### config.mk
export PLATFORM = sky130hd
export DESIGN_NAME = fpm_round_stage
export DESIGN_NICKNAME = d
export VERILOG_FILES = /design/src/rtl/fpm_pkg.sv /design/src/rtl/fpm_rne_pack.sv /design/src/rtl/fpm_round_stage.sv
export SDC_FILE = /design/constraint.sdc
export NUM_CORES = 1
export LEC_CHECK = 0
export CAP_MARGIN = 40
export CORE_ASPECT_RATIO = 1.5
export CORE_UTILIZATION = 40
export DETAILED_ROUTE_END_ITERATION = 7
export PLACE_DENSITY_LB_ADDON = 0.1
export SLEW_MARGIN = 20
export SYNTH_ARGS = -nofsm -noshare
export SYNTH_HDL_FRONTEND = slang
export SYNTH_HIERARCHICAL = 1
export SYNTH_SLANG_ARGS = --single-unit
### constraint.sdc
create_clock -name clk -period 3.4 [get_ports clk]
set_input_delay 0.85 -clock clk [delete_from_list [all_inputs] [get_ports clk]]
set_output_delay 0.85 -clock clk [all_outputs]
set_load 0.02 [all_outputs]
### src/rtl/fpm_pkg.sv
// Shared types and constants for the single-precision multiplier's round stage.
// Widths are fixed here so the pipeline registers and the packer agree on fp_raw_t.
package fpm_pkg;
  localparam int EXP_WIDTH      = 8;
  localparam int MANTISSA_WIDTH = 23;
  localparam int EW2            = EXP_WIDTH + 2;
  localparam int PROD_W         = 2 * (MANTISSA_WIDTH + 1);
  localparam int RES_W          = EXP_WIDTH + MANTISSA_WIDTH + 1;
  localparam int BIAS           = 127;
  localparam int EMAX           = 2 * BIAS + 1;
  localparam logic [RES_W-1:0] QNAN = 32'h7FC0_0000;

  typedef struct packed {
    logic invalid;
    logic overflow;
    logic underflow;
    logic inexact;
  } fp_flags_t;

  typedef struct packed {
    logic                      sign;
    logic [EW2-1:0]            e;
    logic [MANTISSA_WIDTH-1:0] frac;
    logic                      guard;
    logic                      sticky;
    logic                      nan;
    logic                      invalid;
    logic                      inf;
    logic                      zero;
  } fp_raw_t;
endpackage

### src/rtl/fpm_rne_pack.sv
// Round-to-nearest-even, range check and IEEE-754 single packing of a normalized product.
// Purely combinational; sits between the normalize and output registers.
module fpm_rne_pack
  import fpm_pkg::*;
(
  input  fp_raw_t          raw,
  output logic [RES_W-1:0] result,
  output fp_flags_t        flags
);
  localparam logic [EW2-1:0] EMAX_E = EW2'(EMAX);

  logic                    round_up;
  logic [MANTISSA_WIDTH:0] frac_rnd;
  logic [EW2-1:0]          e_fin;
  logic                    inexact;

  always_comb begin
    round_up = raw.guard & (raw.sticky | raw.frac[0]);
    // On carry-out the low bits are already all zero, so only the exponent needs bumping.
    frac_rnd = {1'b0, raw.frac} + {{MANTISSA_WIDTH{1'b0}}, round_up};
    e_fin    = raw.e + {{(EW2-1){1'b0}}, frac_rnd[MANTISSA_WIDTH]};
    inexact  = raw.guard | raw.sticky;
    result   = '0;
    flags    = '0;
    if (raw.nan) begin
      result        = QNAN;
      flags.invalid = raw.invalid;
    end else if (raw.inf) begin
      result = {raw.sign, {EXP_WIDTH{1'b1}}, {MANTISSA_WIDTH{1'b0}}};
    end else if (raw.zero) begin
      result = {raw.sign, {(RES_W-1){1'b0}}};
    end else if (!e_fin[EW2-1] && (e_fin >= EMAX_E)) begin
      result         = {raw.sign, {EXP_WIDTH{1'b1}}, {MANTISSA_WIDTH{1'b0}}};
      flags.overflow = 1'b1;
      flags.inexact  = 1'b1;
    end else if (e_fin[EW2-1] || (e_fin == '0)) begin
      result          = {raw.sign, {(RES_W-1){1'b0}}};
      flags.underflow = 1'b1;
      flags.inexact   = 1'b1;
    end else begin
      result        = {raw.sign, e_fin[EXP_WIDTH-1:0], frac_rnd[MANTISSA_WIDTH-1:0]};
      flags.inexact = inexact;
    end
  end
endmodule

### src/rtl/fpm_round_stage.sv
// Two-stage elastic normalize/round/pack stage of the FP multiplier (S1 normalize, S2 packed result).
// Latency 2, throughput 1; combinational ready chain, both stages hold under stall.
module fpm_round_stage
  import fpm_pkg::*;
(
  input  logic              clk,
  input  logic              rst_n,
  input  logic              in_valid,
  output logic              in_ready,
  input  logic              in_sign,
  input  logic [EW2-1:0]    in_exp,
  input  logic [PROD_W-1:0] in_prod,
  input  logic              in_nan,
  input  logic              in_invalid,
  input  logic              in_inf,
  input  logic              in_zero,
  output logic              out_valid,
  input  logic              out_ready,
  output logic [RES_W-1:0]  out_result,
  output logic [3:0]        out_flags
);
  logic              s1_vld_q, s1_vld_d;
  logic              s2_vld_q, s2_vld_d;
  logic              s1_adv, s2_adv;
  fp_raw_t           s1_raw_q, s1_raw_d, raw_in;
  logic [RES_W-1:0]  res_q, res_d, pack_res;
  fp_flags_t         flg_q, flg_d, pack_flg;
  logic [PROD_W-2:0] prod_n;

  assign s2_adv   = ~s2_vld_q | out_ready;
  assign s1_adv   = ~s1_vld_q | s2_adv;
  assign in_ready = s1_adv;

  // Left-align so the leading one always sits just above the fraction field.
  always_comb begin
    prod_n        = in_prod[PROD_W-1] ? in_prod[PROD_W-2:0] : {in_prod[PROD_W-3:0], 1'b0};
    raw_in        = '0;
    raw_in.sign   = in_sign;
    raw_in.e      = in_exp + {{(EW2-1){1'b0}}, in_prod[PROD_W-1]};
    raw_in.frac   = prod_n[PROD_W-2 -: MANTISSA_WIDTH];
    raw_in.guard  = prod_n[PROD_W-2-MANTISSA_WIDTH];
    raw_in.sticky = |prod_n[PROD_W-3-MANTISSA_WIDTH:0];
    raw_in.nan     = in_nan;
    raw_in.invalid = in_invalid;
    raw_in.inf     = in_inf;
    raw_in.zero    = in_zero;
  end

  fpm_rne_pack u_pack (
    .raw    (s1_raw_q),
    .result (pack_res),
    .flags  (pack_flg)
  );

  always_comb begin
    s1_vld_d = s1_adv ? in_valid : s1_vld_q;
    s1_raw_d = (s1_adv && in_valid) ? raw_in : s1_raw_q;
    s2_vld_d = s2_adv ? s1_vld_q : s2_vld_q;
    res_d    = (s2_adv && s1_vld_q) ? pack_res : res_q;
    flg_d    = (s2_adv && s1_vld_q) ? pack_flg : flg_q;
  end

  always_ff @(posedge clk or negedge rst_n) begin
    if (!rst_n) begin
      s1_vld_q <= 1'b0;
      s2_vld_q <= 1'b0;
      s1_raw_q <= '0;
      res_q    <= '0;
      flg_q    <= '0;
    end else begin
      s1_vld_q <= s1_vld_d;
      s2_vld_q <= s2_vld_d;
      s1_raw_q <= s1_raw_d;
      res_q    <= res_d;
      flg_q    <= flg_d;
    end
  end

  assign out_valid  = s2_vld_q;
  assign out_result = res_q;
  assign out_flags  = flg_q;
endmodule

==> flow_results.org <==
** CTS
- Root Buffer Master :: sky130_fd_sc_hd__clkbuf_16
- Clock-pin slew was measured on the worst setup and hold paths at 60 ps.
- The H-tree was split into 3 levels.
- Clock sink count :: 78
- Hold repair after CTS inserted 0 buffers.
- Clock tree synthesis inserted a total of 9 buffers.
- TritonCTS built the clock tree.
- Maximum count of clock buffers along a single path :: 2
- The later pin in the worst-skew pair is clocked with a latency of 330 ps.

** Pwr
- In this run, the clock network consumes 33.5% of the power.
- Summed over all cells, the static leakage comes to 2.37 nW.
- The analysis attributes to net switching a power of 0.000848 W.
- Ratio of total power to cell area :: 471 nW/um^2
- VDD sags by at most 242 uV.
- Part of the total power dissipated in combinational logic :: 25.0%
- Switching power as a share of total power :: 30.2%
- The share of total power dissipated in sequential elements is 41.5%.
- Internal power summed over all cells :: 0.00196 W

** Synth
- Count of state elements after synthesis :: 78
- Yosys attributes the largest share of cell area to sky130_fd_sc_hd__dfrtp_1 44%, sky130_fd_sc_hd__mux2_2 11%, sky130_fd_sc_hd__a21oi_1 7.1%.
- After synthesis, the largest area contributor takes up 43.8% of total cell area.
- Synthesis instantiated 52 different standard cells from the library.
- Synthesis produced a netlist with a net count of 504.
- Part of the Yosys area used for sequential elements :: 43.8%
- Of all flip-flops after synthesis, the portion carrying an async set or reset was 100%.
- Count of warnings emitted by yosys :: 6
- Mapped Area :: 4450 um^2
- Average footprint of a synthesized cell :: 10.3 um^2
- Count of flip-flops with a built-in enable after synthesis :: 0
- Cell taking the most area after synthesis :: sky130_fd_sc_hd__dfrtp_1
- Post-synth top cells :: 78 x sky130_fd_sc_hd__dfrtp_1, 63 x sky130_fd_sc_hd__a21oi_1, 43 x sky130_fd_sc_hd__mux2_2, 26 x sky130_fd_sc_hd__mux2i_1, 26 x sky130_fd_sc_hd__nor3_1
- By instance count, the leading cell after synthesis is sky130_fd_sc_hd__dfrtp_1.
- Mapped Cells :: 432
- Leading register cell type out of synthesis :: sky130_fd_sc_hd__dfrtp_1

** Placed design
- Routability Congestion :: 0.834
- Port buffering added 104 buffers.
- HPWL Detailed :: 8.46 mm

** STA
- Setup TNS :: 0 ps
- The number of failing hold endpoints at the final stage was 0.
- Worst-Margin Slew :: 617 ps
- Setup repair after global routing missed its margin :: false
- Setup violations remaining at the end of the flow were counted as 0.
- Highest Clock Rate :: 322 MHz
- Crit share post-route :: 91.3%
- Worst hold slack across all endpoints :: 466 ps
- For the final database, setup skew stands at 5.27 ps.
- For the finished layout, the period the worst path requires is 3100 ps.
- Final slew viol count :: 0
- Relative slew slack :: 58.5%

** Drt
- In the routed design, unresolved DRC markers number 0.
- Highest metal layer used by the detailed router :: met4
- Total Routed Length :: 11.5 mm
- Before antenna repair, the detailed router went through 4 iterations.
- Via-per-instance ratio :: 5.42
- Across all layers, the routed design uses 3,702 vias.
- Per-cell routed wire length :: 16.8 um
- Detailed-routed wire length on met2 :: 6.14 mm
- DRT iter0 DRCs :: 116
- The detail route stage leaves a number of antenna-violating nets equal to 0.
- Summed over all nets, wire length on met3 after detailed routing comes to 486 um.
- Met1 wire length :: 4.63 mm

** Finish
- Antenna Cells :: 0
- The post-route netlist has 16.5% of its cells at a drive strength greater than 1.
- Layout-stage area growth over the synthesis result :: 34.0%
- The multi-input combinational cells in the finished layout cover a total of 2360 um^2.
- Counting the fill cells in the layout gives 975.
- Final Net Count :: 606
- Register area :: 1950 um^2

** Floorplan
- Measured along the y axis, the die boundary spans 131 um.
- Total die area :: 11,600 um^2
- Core Footprint :: 10,700 um^2
- For this configuration, the core starts out at a cell density of 41.6%.
- Number of rows created at floorplan :: 46
- Horizontal die dimension :: 88.2 um
- Count of pins on the block boundary :: 105

** Job
- Max-cap violations in this run came to 0.

** Critical path
- Startpoint Class :: register
- Of all nets on the critical path, the largest fanout is 11.
- R2R Setup Slk :: 300 ps
- Tracing the worst setup path back leads to its startpoint at s1_raw_q[11]$_DFFE_PN0P_.
- Worst setup path class :: register to register
- In this run the worst setup path terminates at out_flags[0]$_DFFE_PN0P_.
- Endpoint of the lowest-slack register-to-register path :: out_flags[0]$_DFFE_PN0P_
- Data arrival at the endpoint of the critical path :: 3320 ps
- Data on the critical path is required at its endpoint by 3620 ps.
- STA classifies the critical path endpoint as a register.
- In this run the critical register-to-register path is launched from s1_raw_q[11]$_DFFE_PN0P_.
- Counting cells, the worst reg-to-reg path comes to 12.

** Min path
- Hold crit path type :: primary input to asynchronous set/reset pin

** Global routing
- The total overflow left after global routing is 0.
- Global Route Usage Sum :: 20.8%
- Antenna violations before repair :: 0
- Number of global-route vias before repair :: 3,768
- Entering global routing, the biggest net connects 45 pins.
- Wire length of the first global-routing pass :: 18.6 mm

** Status
- Result of the run :: finished clean
registers in the layout, summed over array words and instances, names as in the netlist:
signal      count
out_valid       1
s1_raw_q       40
out_flags       4
out_result     32
s1_vld_q        1
worst min path at each step:
stage                                   startpoint                         end  slack (ps)
after detailed placement  s1_raw_q[39]$_DFFE_PN0P_    s1_raw_q[39]$_DFFE_PN0P_         490
after floorplan           s1_raw_q[39]$_DFFE_PN0P_    s1_raw_q[39]$_DFFE_PN0P_         470
after global routing                         rst_n  out_result[18]$_DFFE_PN0P_         500
after global placement    s1_raw_q[39]$_DFFE_PN0P_    s1_raw_q[39]$_DFFE_PN0P_         480
after CTS                                    rst_n  out_result[18]$_DFFE_PN0P_         470
final                                        rst_n  out_result[18]$_DFFE_PN0P_         470
per-stage QoR:
step / area, um^2 / total power, W / std cells / utilization (%) / setup slack (ps)
after global routing: 5970 / 0.00295 / 683 / 55.7 / 29.3
after CTS: 5950 / 0.00284 / 683 / 55.6 / 82.6
after global placement: 5640 / 0.00187 / 666 / 52.6 / 205
after detailed placement: 5660 / 0.00189 / 667 / 52.9 / 117
final: 5970 / 0.00281 / 683 / 55.7 / 297
after floorplan: 4450 / 0.00156 / 432 / - / 350
cell families (layout without fill, tap and decap cells):
family	count (synthesis)	count (layout)	share of synthesized area [%]
muxes	69	69	16.7
adders and majority gates	5	5	1.40
DFF	78	78	43.8
AOI/OAI and AO/OA	95	95	12.1
buffers and inverters	29	136	3.51
xor gates and xnor gates	31	31	6.10
and+or+nand+nor	125	125	16.3
power by group through the flow:
stage | Sequential [W] | Clock [W] | Combinational [W]
2_1_floorplan | 0.00120 | 0 | 0.000362
3_3_place_gp | 0.00118 | 0 | 0.000694
3_5_place_dp | 0.00118 | 0 | 0.000706
4_1_cts | 0.00116 | 0.000963 | 0.000708
5_1_grt | 0.00118 | 0.00100 | 0.000764
6_report | 0.00117 | 0.000940 | 0.000701
cells in the final DEF, fill, tap and decap left out, types with 7 or more instances in the layout:
cell and count:
sky130_fd_sc_hd__buf_4 9, sky130_fd_sc_hd__nand3_1 12, sky130_fd_sc_hd__a31oi_1 7, sky130_fd_sc_hd__mux2_2 43
sky130_fd_sc_hd__nand4_1 8, sky130_fd_sc_hd__clkbuf_16 9, sky130_fd_sc_hd__a21oi_1 63, sky130_fd_sc_hd__nand2_1 19
sky130_fd_sc_hd__xor2_1 20, sky130_fd_sc_hd__mux2i_1 26, sky130_fd_sc_hd__nor4_1 7, sky130_fd_sc_hd__nor2_1 13
sky130_fd_sc_hd__xnor2_1 11, sky130_fd_sc_hd__o21ai_0 12, sky130_fd_sc_hd__clkdlybuf4s50_1 103, sky130_fd_sc_hd__nor3_1 26
sky130_fd_sc_hd__dfrtp_1 78
area by class of cell:
| class | count | share of cell area [%] |
|---|---|---|
| Sequential cell | 78 | 32.7 |
| Timing Repair Buffer | 115 | 19.5 |
| Multi-Input combinational cell | 325 | 39.5 |
| Inverter | 5 | 0.315 |
| Clock inverter | 6 | 1.05 |
| Clock buffer | 10 | 3.84 |
| Tap cell | 144 | 3.02 |
repair_timing:
action                                  in CTS  in global routing
buffers inserted                             0                  0
endpoints found under the setup margin       0                 32
resized for setup                            0                  2
worst max-delay path, stage by stage (launching register included):
cell	delay, ps
sky130_fd_sc_hd__dfrtp_1	390
sky130_fd_sc_hd__nand2_1	160
sky130_fd_sc_hd__nor4_2	360
sky130_fd_sc_hd__nand2_1	140
sky130_fd_sc_hd__nor2_1	140
sky130_fd_sc_hd__ha_1	270
sky130_fd_sc_hd__ha_4	240
sky130_fd_sc_hd__inv_1	50
sky130_fd_sc_hd__o2111ai_1	200
sky130_fd_sc_hd__o41ai_1	120
sky130_fd_sc_hd__a21o_4	280
sky130_fd_sc_hd__o41a_1	360
sky130_fd_sc_hd__mux2_2	250
routing by layer:
layer | global-route usage (%) | vias to the layer above
met4 | 8.06 | 0
li1 | - | 1782
met5 | 0 | -
met2 | 37.2 | 112
met1 | 23.9 | 1790
met3 | 3.58 | 18
(Power assumes the default switching activity.)
